--- src/rtl/t05_sram_pkg.sv ---
// ---------------------------------------------------------------------------
// t05_sram_pkg
// Shared definitions for the SRAM port arbiter: the bus-sequencer state
// encoding, the fixed requester slot assignment of the compression pipeline,
// and the base addresses of the SRAM tables the requesters work on.
// ---------------------------------------------------------------------------
package t05_sram_pkg;

    // Bus sequencer states.
    typedef enum logic [1:0] {
        S_IDLE  = 2'd0,
        S_ISSUE = 2'd1,
        S_WAIT  = 2'd2,
        S_DONE  = 2'd3
    } state_t;

    // Requester slots; a lower index wins ties while the pointer is at 0.
    localparam int HIST  = 0;
    localparam int FLV   = 1;
    localparam int HTREE = 2;
    localparam int CB    = 3;
    localparam int TRANS = 4;

    // SRAM table regions.
    localparam logic [31:0] HIST_BASE  = 32'h3300_0000;
    localparam logic [31:0] HTREE_BASE = 32'h3200_0000;
    localparam logic [31:0] CB_BASE    = 32'h3400_0000;

endpackage

--- src/rtl/t05_rr_picker.sv ---
// ---------------------------------------------------------------------------
// t05_rr_picker
// Combinational round-robin selection: finds the first set bit of `eligible`
// at or after `ptr`, wrapping modulo NREQ.
//
// Ports:
//   eligible  in   NREQ  candidate vector
//   ptr       in   IW    search start index (must be < NREQ)
//   grant     out  NREQ  one-hot winner, 0 when nothing is eligible
//   index     out  IW    winner index (0 when nothing is eligible)
//   found     out  1     any candidate present
// ---------------------------------------------------------------------------
module t05_rr_picker #(
    parameter int NREQ = 5,
    parameter int IW   = (NREQ > 1) ? $clog2(NREQ) : 1
) (
    input  logic [NREQ-1:0] eligible,
    input  logic [IW-1:0]   ptr,
    output logic [NREQ-1:0] grant,
    output logic [IW-1:0]   index,
    output logic            found
);

    int j;

    // Rotate, priority-encode and un-rotate folded into one scan: offset k
    // from the pointer maps back to absolute index j. Scanning from the
    // highest offset down lets the lowest eligible offset win.
    // NOTE: every output gets a default before the scan so no path through
    // the loop leaves a value unassigned, which would infer a latch.
    always_comb begin
        found = 1'b0;
        index = '0;
        grant = '0;
        j     = 0;
        for (int k = NREQ - 1; k >= 0; k--) begin
            j = int'(ptr) + k;
            if (j >= NREQ) begin
                j = j - NREQ;
            end
            if (eligible[j]) begin
                found = 1'b1;
                index = IW'(j);
            end
        end
        if (found) begin
            grant[index] = 1'b1;
        end
    end

endmodule

--- src/rtl/t05_sram_arbiter.sv ---
// ---------------------------------------------------------------------------
// t05_sram_arbiter
// Round-robin arbiter and bus sequencer sharing the single wishbone-manager
// SRAM port among the compression-pipeline requesters. Each grant moves one
// word; a requester holding req_lock keeps the port for multi-word sequences.
//
// Ports:
//   clk, rst            clock, synchronous active-high reset
//   req_mask/req/req_we/req_lock   per-requester enable, request, direction,
//                                  hold-port flag (NREQ bits each)
//   req_addr/req_wdata/req_sel     packed per-requester address, write data,
//                                  byte selects (32/32/4 bits per requester)
//   grant               one-hot current owner, 0 when idle
//   ack                 one-cycle completion pulse at the owner's index
//   rdata               last completed read word
//   err                 pulses with ack when the bus never accepted the word
//   wr_en/r_en/select/addr/data_i  bus request outputs
//   busy_o/data_o       bus status and read data from the wishbone manager
// ---------------------------------------------------------------------------
module t05_sram_arbiter
    import t05_sram_pkg::*;
#(
    parameter int NREQ    = 5,
    parameter int TIMEOUT = 64
) (
    input  logic                 clk,
    input  logic                 rst,
    input  logic [NREQ-1:0]      req_mask,
    input  logic [NREQ-1:0]      req,
    input  logic [NREQ-1:0]      req_we,
    input  logic [NREQ-1:0]      req_lock,
    input  logic [NREQ*32-1:0]   req_addr,
    input  logic [NREQ*32-1:0]   req_wdata,
    input  logic [NREQ*4-1:0]    req_sel,
    output logic [NREQ-1:0]      grant,
    output logic [NREQ-1:0]      ack,
    output logic [31:0]          rdata,
    output logic                 err,
    output logic                 wr_en,
    output logic                 r_en,
    output logic [3:0]           select,
    output logic [31:0]          addr,
    output logic [31:0]          data_i,
    input  logic                 busy_o,
    input  logic [31:0]          data_o
);

    localparam int IW = (NREQ > 1) ? $clog2(NREQ) : 1;
    localparam int WW = (TIMEOUT > 1) ? $clog2(TIMEOUT) : 1;

    state_t          state_q, state_d;
    logic [IW-1:0]   ptr_q;
    logic [IW-1:0]   gidx_q;
    logic            we_q;
    logic            abort_q;
    logic [WW-1:0]   wd_q;

    logic [NREQ-1:0] eligible;
    logic [NREQ-1:0] pick_grant;
    logic [IW-1:0]   pick_idx;
    logic            pick_found;
    logic [IW-1:0]   src_idx;
    logic            keep;

    // Control strobes from the next-state logic.
    logic            latch;
    logic            release_port;
    logic            wd_inc;
    logic            abort_set;

    assign eligible = req & req_mask;

    t05_rr_picker #(.NREQ(NREQ), .IW(IW)) u_picker (
        .eligible (eligible),
        .ptr      (ptr_q),
        .grant    (pick_grant),
        .index    (pick_idx),
        .found    (pick_found)
    );

    // A fresh grant loads the picked requester; a locked follow-on word
    // re-loads the current owner.
    assign src_idx = (state_q == S_IDLE) ? pick_idx : gidx_q;
    assign keep    = req_lock[gidx_q] & req[gidx_q] & req_mask[gidx_q];

    // NOTE: state and datapath registers use non-blocking assignments so all
    // of them update together from the pre-edge values.
    always_ff @(posedge clk) begin
        if (rst) begin
            state_q <= S_IDLE;
        end else begin
            state_q <= state_d;
        end
    end

    always_comb begin
        state_d      = state_q;
        latch        = 1'b0;
        release_port = 1'b0;
        wd_inc       = 1'b0;
        abort_set    = 1'b0;
        case (state_q)
            S_IDLE: begin
                if (pick_found) begin
                    latch   = 1'b1;
                    state_d = S_ISSUE;
                end
            end
            S_ISSUE: begin
                if (busy_o) begin
                    state_d = S_WAIT;
                end else if (wd_q == WW'(TIMEOUT - 1)) begin
                    abort_set = 1'b1;
                    state_d   = S_DONE;
                end else begin
                    wd_inc = 1'b1;
                end
            end
            S_WAIT: begin
                if (!busy_o) begin
                    state_d = S_DONE;
                end
            end
            S_DONE: begin
                if (keep) begin
                    latch   = 1'b1;
                    state_d = S_ISSUE;
                end else begin
                    release_port = 1'b1;
                    state_d      = S_IDLE;
                end
            end
            default: state_d = S_IDLE;
        endcase
    end

    always_ff @(posedge clk) begin
        if (rst) begin
            ptr_q   <= '0;
            gidx_q  <= '0;
            grant   <= '0;
            we_q    <= 1'b0;
            abort_q <= 1'b0;
            wd_q    <= '0;
            rdata   <= '0;
            addr    <= '0;
            data_i  <= '0;
            select  <= '0;
        end else begin
            if (latch) begin
                we_q   <= req_we[src_idx];
                addr   <= req_addr[32*src_idx +: 32];
                data_i <= req_wdata[32*src_idx +: 32];
                select <= req_sel[4*src_idx +: 4];
                if (state_q == S_IDLE) begin
                    gidx_q <= pick_idx;
                    grant  <= pick_grant;
                end
            end

            if (wd_inc) begin
                wd_q <= wd_q + WW'(1);
            end else if (state_q == S_DONE) begin
                wd_q <= '0;
            end

            if (abort_set) begin
                abort_q <= 1'b1;
            end else if (state_q == S_DONE) begin
                abort_q <= 1'b0;
            end

            // Only a read the bus actually served updates rdata.
            if (state_q == S_DONE && !abort_q && !we_q) begin
                rdata <= data_o;
            end

            // Leaving the port: the bus returns to idle values and the next
            // search starts just past the requester that was served.
            if (release_port) begin
                ptr_q  <= (gidx_q == IW'(NREQ - 1)) ? '0 : gidx_q + IW'(1);
                grant  <= '0;
                we_q   <= 1'b0;
                addr   <= '0;
                data_i <= '0;
                select <= '0;
            end
        end
    end

    // Strobes and completion pulses decode from the state; gating with rst
    // drops them in the very cycle reset is asserted.
    assign wr_en = (state_q == S_ISSUE) && we_q && !rst;
    assign r_en  = (state_q == S_ISSUE) && !we_q && !rst;
    assign ack   = (state_q == S_DONE && !rst) ? grant : '0;
    assign err   = (state_q == S_DONE) && abort_q && !rst;

endmodule

--- config.mk ---
export PLATFORM = sky130hd
export DESIGN_NAME = t05_sram_arbiter
export DESIGN_NICKNAME = d
export VERILOG_FILES = /design/src/rtl/t05_sram_pkg.sv /design/src/rtl/t05_rr_picker.sv /design/src/rtl/t05_sram_arbiter.sv
export SDC_FILE = /design/constraint.sdc
export NUM_CORES = 1
export LEC_CHECK = 0
export ABC_CLOCK_PERIOD_IN_PS = 4100
export CAP_MARGIN = 15
export CORE_AREA = 2 2 195 197
export CTS_CLUSTER_DIAMETER = 80
export DETAILED_ROUTE_END_ITERATION = 8
export DIE_AREA = 0 0 197 199
export SYNTH_ARGS = -nofsm -noshare
export SYNTH_HDL_FRONTEND = slang
export SYNTH_SLANG_ARGS = --single-unit
--- constraint.sdc ---
create_clock -name clk -period 4.1 [get_ports clk]
set_clock_uncertainty 0.15 [all_clocks]
set_input_delay 0.82 -clock clk [delete_from_list [all_inputs] [get_ports clk]]
set_output_delay 0.82 -clock clk [all_outputs]
set_load 0.1 [all_outputs]
==> results.yml <==
yosys:
  synth-simple-area-share_pct: 14.30
  synth-async-reset-ratio_pct: 0
  ys_ff_latch: 121
  synth_xor_area_share_pct: 0.8657
  syn_area_sq_mm: 0.007805
  synth-edff-count: 0
  syn_avg_cell_area_sq_um: 8.839
  synth_compound_area_share_pct: 26.51
  yosysUniqueCellTypes: 72
  synth_cells: 883
  yosysWarnings: 0
  synthMuxAreaShare_pct: 19.40
  ys_seq_area_share_pct: 31.04
  synth-adder-area-share_pct: 2.982
  syn_nets: 1296
  synth_flop_cell: "dfxtp_1"
  synth_top_family_by_area: "compound AO/OA/AOI/OAI gates"
finish:
  stdcell_count: 1877
  final_common_cell: "clkdlybuf4s50_1"
  fin_util_pct: 38.79
  drive_gt1_share_pct: 9.149
  area_delta_synth_final_pct: 84.53
  final_cell_mix: "clkdlybuf4s50_1, mux2i_1, dfxtp_1"
  register_area_sq_mm: 0.002424
  fill_cells: 3827
  multi_input_area_sq_mm: 0.005064
  final_nets: 1799
global_routing:
  grt_pass1_vias: 9293
  gr-total-overflow: 0
  grt_max_degree: 40
  antenna_found_initial: 12
  grt_pass1_wl_mm: 56.35
  grtUsageTotal_pct: 19.29
pwr:
  pwr-share-comb_pct: 68.6
  p_per_area_mw_per_mm2: 746.5
  pwr-share-seq_pct: 17.5
  p_clk_share_pct: 13.8
  cellInternalPower_uw: 4850
  ir_drop_v: 0.0003517
  leakagePower_uw: 0.005905
  switching_share_pct: 54.88
  p_switching_uw: 5901
setup_path:
  required_ns: 4.30
  timing.reg2reg.setup_slack_ns: 0.25
  worstPathMaxFanout: 33
  crit_path_end_kind: "flop"
  worstPathArrival_ns: 4.04
  critPathMostFrequentCell: "a22oi_1"
  path_class: "reg2reg"
  reg2reg_from: "ptr_q[0]$_SDFFE_PP0P_"
  ff2ff_path_depth: 15
  r2r-end: "addr[5]$_SDFFE_PP0P_"
  critical-path-slowest-cell: "fa_1"
  crit_chain: "clkinv_1, ha_1, inv_1, fa_1, and4b_1, a22oi_1, a31oi_1, nor3_2, a32oi_2, o31a_1, a2111oi_4, buf_4, buf_12, a22oi_1, o221ai_1"
  startpoint_type: "flop"
  cp_slowest_stage_delay_ns: 0.49
clock_tree:
  clk_pin_slew_ns: 0.06
  numCtsBuffers: 17
  clock_sinks: 121
  clockRootBuffer: "clkbuf_16"
  cts_tree: "built"
  cts-htree-levels: 4
  insertion_delay_ns: 0.45
  cts_buffer_depth: 2
placed_design:
  pre_cts_ws_ns: -0.03654
  post-dp-hpwl_mm: 31.38
  placed_cells: 1837
  numPortBuffers: 507
  gp_congestion: 0.8852
die:
  die_area_sq_mm: 0.03920
  die_w_microns: 197
  core_area_sq_mm: 0.03713
  pin_count: 508
  rows: 71
  start_util_pct: 21.02
  die_y_microns: 199
route:
  first_pass_iters: 4
  via_count: 9257
  viasPerCell: 4.932
  drc: 0
  ant_nets: 0
  wl_per_cell_microns: 21.28
  drt-total-wl_mm: 39.95
  drt_iter0_markers: 482
timing:
  drv_slew: 0
  fmax_ghz: 0.2601
  period_needed_ns: 3.845
  worst_slew_pin_slew_ns: 1.177
  grt_setup_unrepaired: "false"
  slew_headroom_pct: 21.54
  layout_setup_ws_ns: 0.2548
  finalCritPeriodShare_pct: 93.78
  setup_violations: 0
  hold_viol: 0
hold_path:
  hold_end: "rdata[1]$_SDFFE_PP0P_"
  min_from: "rdata[1]$_SDFFE_PP0P_"
  hold_path.class: "reg2reg"
  worstHoldPathCells: 2
flow_run:
  drv_cap: 0
run_status:
  status: "finished, final reports clean"
## logic make-up after synthesis
family	after synthesis
AO/OA/AOI/OAI	282
multiplexers	150
XOR/XNOR	6
flip-flops	121
adder cells (fa/ha/maj)	18
AND/OR/NAND/NOR	223
buffers and inverters	83
## cell type report
cell class / count / area share (%)
flip-flops and latches: 121 / 16.83
repair buffers: 556 / 39.66
multi-input cells: 679 / 35.16
clock inverters: 15 / 0.9295
well taps: 474 / 4.118
clock buffers: 17 / 2.954
diodes: 4 / 0.06950
inverters: 11 / 0.2867
## what timing repair did
item                                    in CTS  in global routing
buffers inserted                             0                  3
endpoints found under the setup margin       0                 70
hold buffers                                 0                  0
gates resized for setup                      0                  9
## power groups by stage
stage,Clock (uW),Combinational [uW],Sequential (uW)
after global routing,1580,7750,1930
after floorplan,0,2410,4590
after CTS,1520,7370,1880
after detailed placement,0,7350,1890
after global placement,0,7310,1900
final,1490,7380,1890
## per-stage QoR
step	cell area, sq um	setup TNS (ns)	total power (uW)	hold WS, ns
2_1_floorplan	7810	0	7001	0.3092
3_3_place_gp	13760	0	9202	0.2914
3_5_place_dp	13760	-0.6974	9244	0.2963
4_1_cts	14320	0	10770	0.3052
5_1_grt	14400	0	11250	0.3211
6_report	14400	0	10750	0.3025
## synth_stat cells (10+ instances only)
library cell | count | area, sq um
clkbuf_1 | 36 | 135.1
and2_1 | 14 | 87.58
nand2_1 | 96 | 360.4
a22oi_1 | 71 | 533.0
ha_1 | 17 | 212.7
nand3_1 | 14 | 70.07
dfxtp_1 | 121 | 2422
a21oi_1 | 60 | 300.3
mux2i_1 | 149 | 1491
o221ai_1 | 63 | 551.8
buf_2 | 27 | 135.1
nor2b_1 | 10 | 62.56
o21ai_0 | 19 | 95.09
o211ai_1 | 13 | 97.59
nor2_1 | 23 | 86.33
## worst max path at each step
stage | from | endpoint | slack, ns | depth (start not counted)
after floorplan | ptr_q[0]$_SDFFE_PP0P_ | data_i[0]$_SDFFE_PP0P_ | 0.27 | 15
after global placement | req_mask[4] | data_i[15]$_SDFFE_PP0P_ | 0.02 | 11
after detailed placement | req_mask[4] | data_i[6]$_SDFFE_PP0P_ | -0.04 | 11
after CTS | ptr_q[2]$_SDFFE_PP0P_ | data_i[6]$_SDFFE_PP0P_ | 0.006 | 12
after global routing | ptr_q[0]$_SDFFE_PP0P_ | data_i[19]$_SDFFE_PP0P_ | 0.04 | 14
final | ptr_q[0]$_SDFFE_PP0P_ | addr[5]$_SDFFE_PP0P_ | 0.25 | 15
## state kept, by name, indices dropped and copies added (netlist names)
register and flops:
grant 5, abort_q 1, gidx_q 3, we_q 1, state_q 2, ptr_q 3
select 4, addr 32, rdata 32, data_i 32, wd_q 6
## routing by layer
metal  wire length (microns)  GRT usage (%)  up-vias
met2                   20070          33.12      398
met4                    1240          8.521        2
met5                      13              0        -
met1                   16100          22.65     4383
li1                        -              -     4405
met3                    2519          4.968       69
## worst max-delay path: cells and delay by family (launching register included)
family                     cells  cell delay (ns)
AOI/OAI and AO/OA              7             1.36
adders and majority gates      2             0.71
buffers and inverters          4             0.61
DFF                            1             0.33
and+or+nand+nor                2             0.54
(Power assumes the default switching activity.)
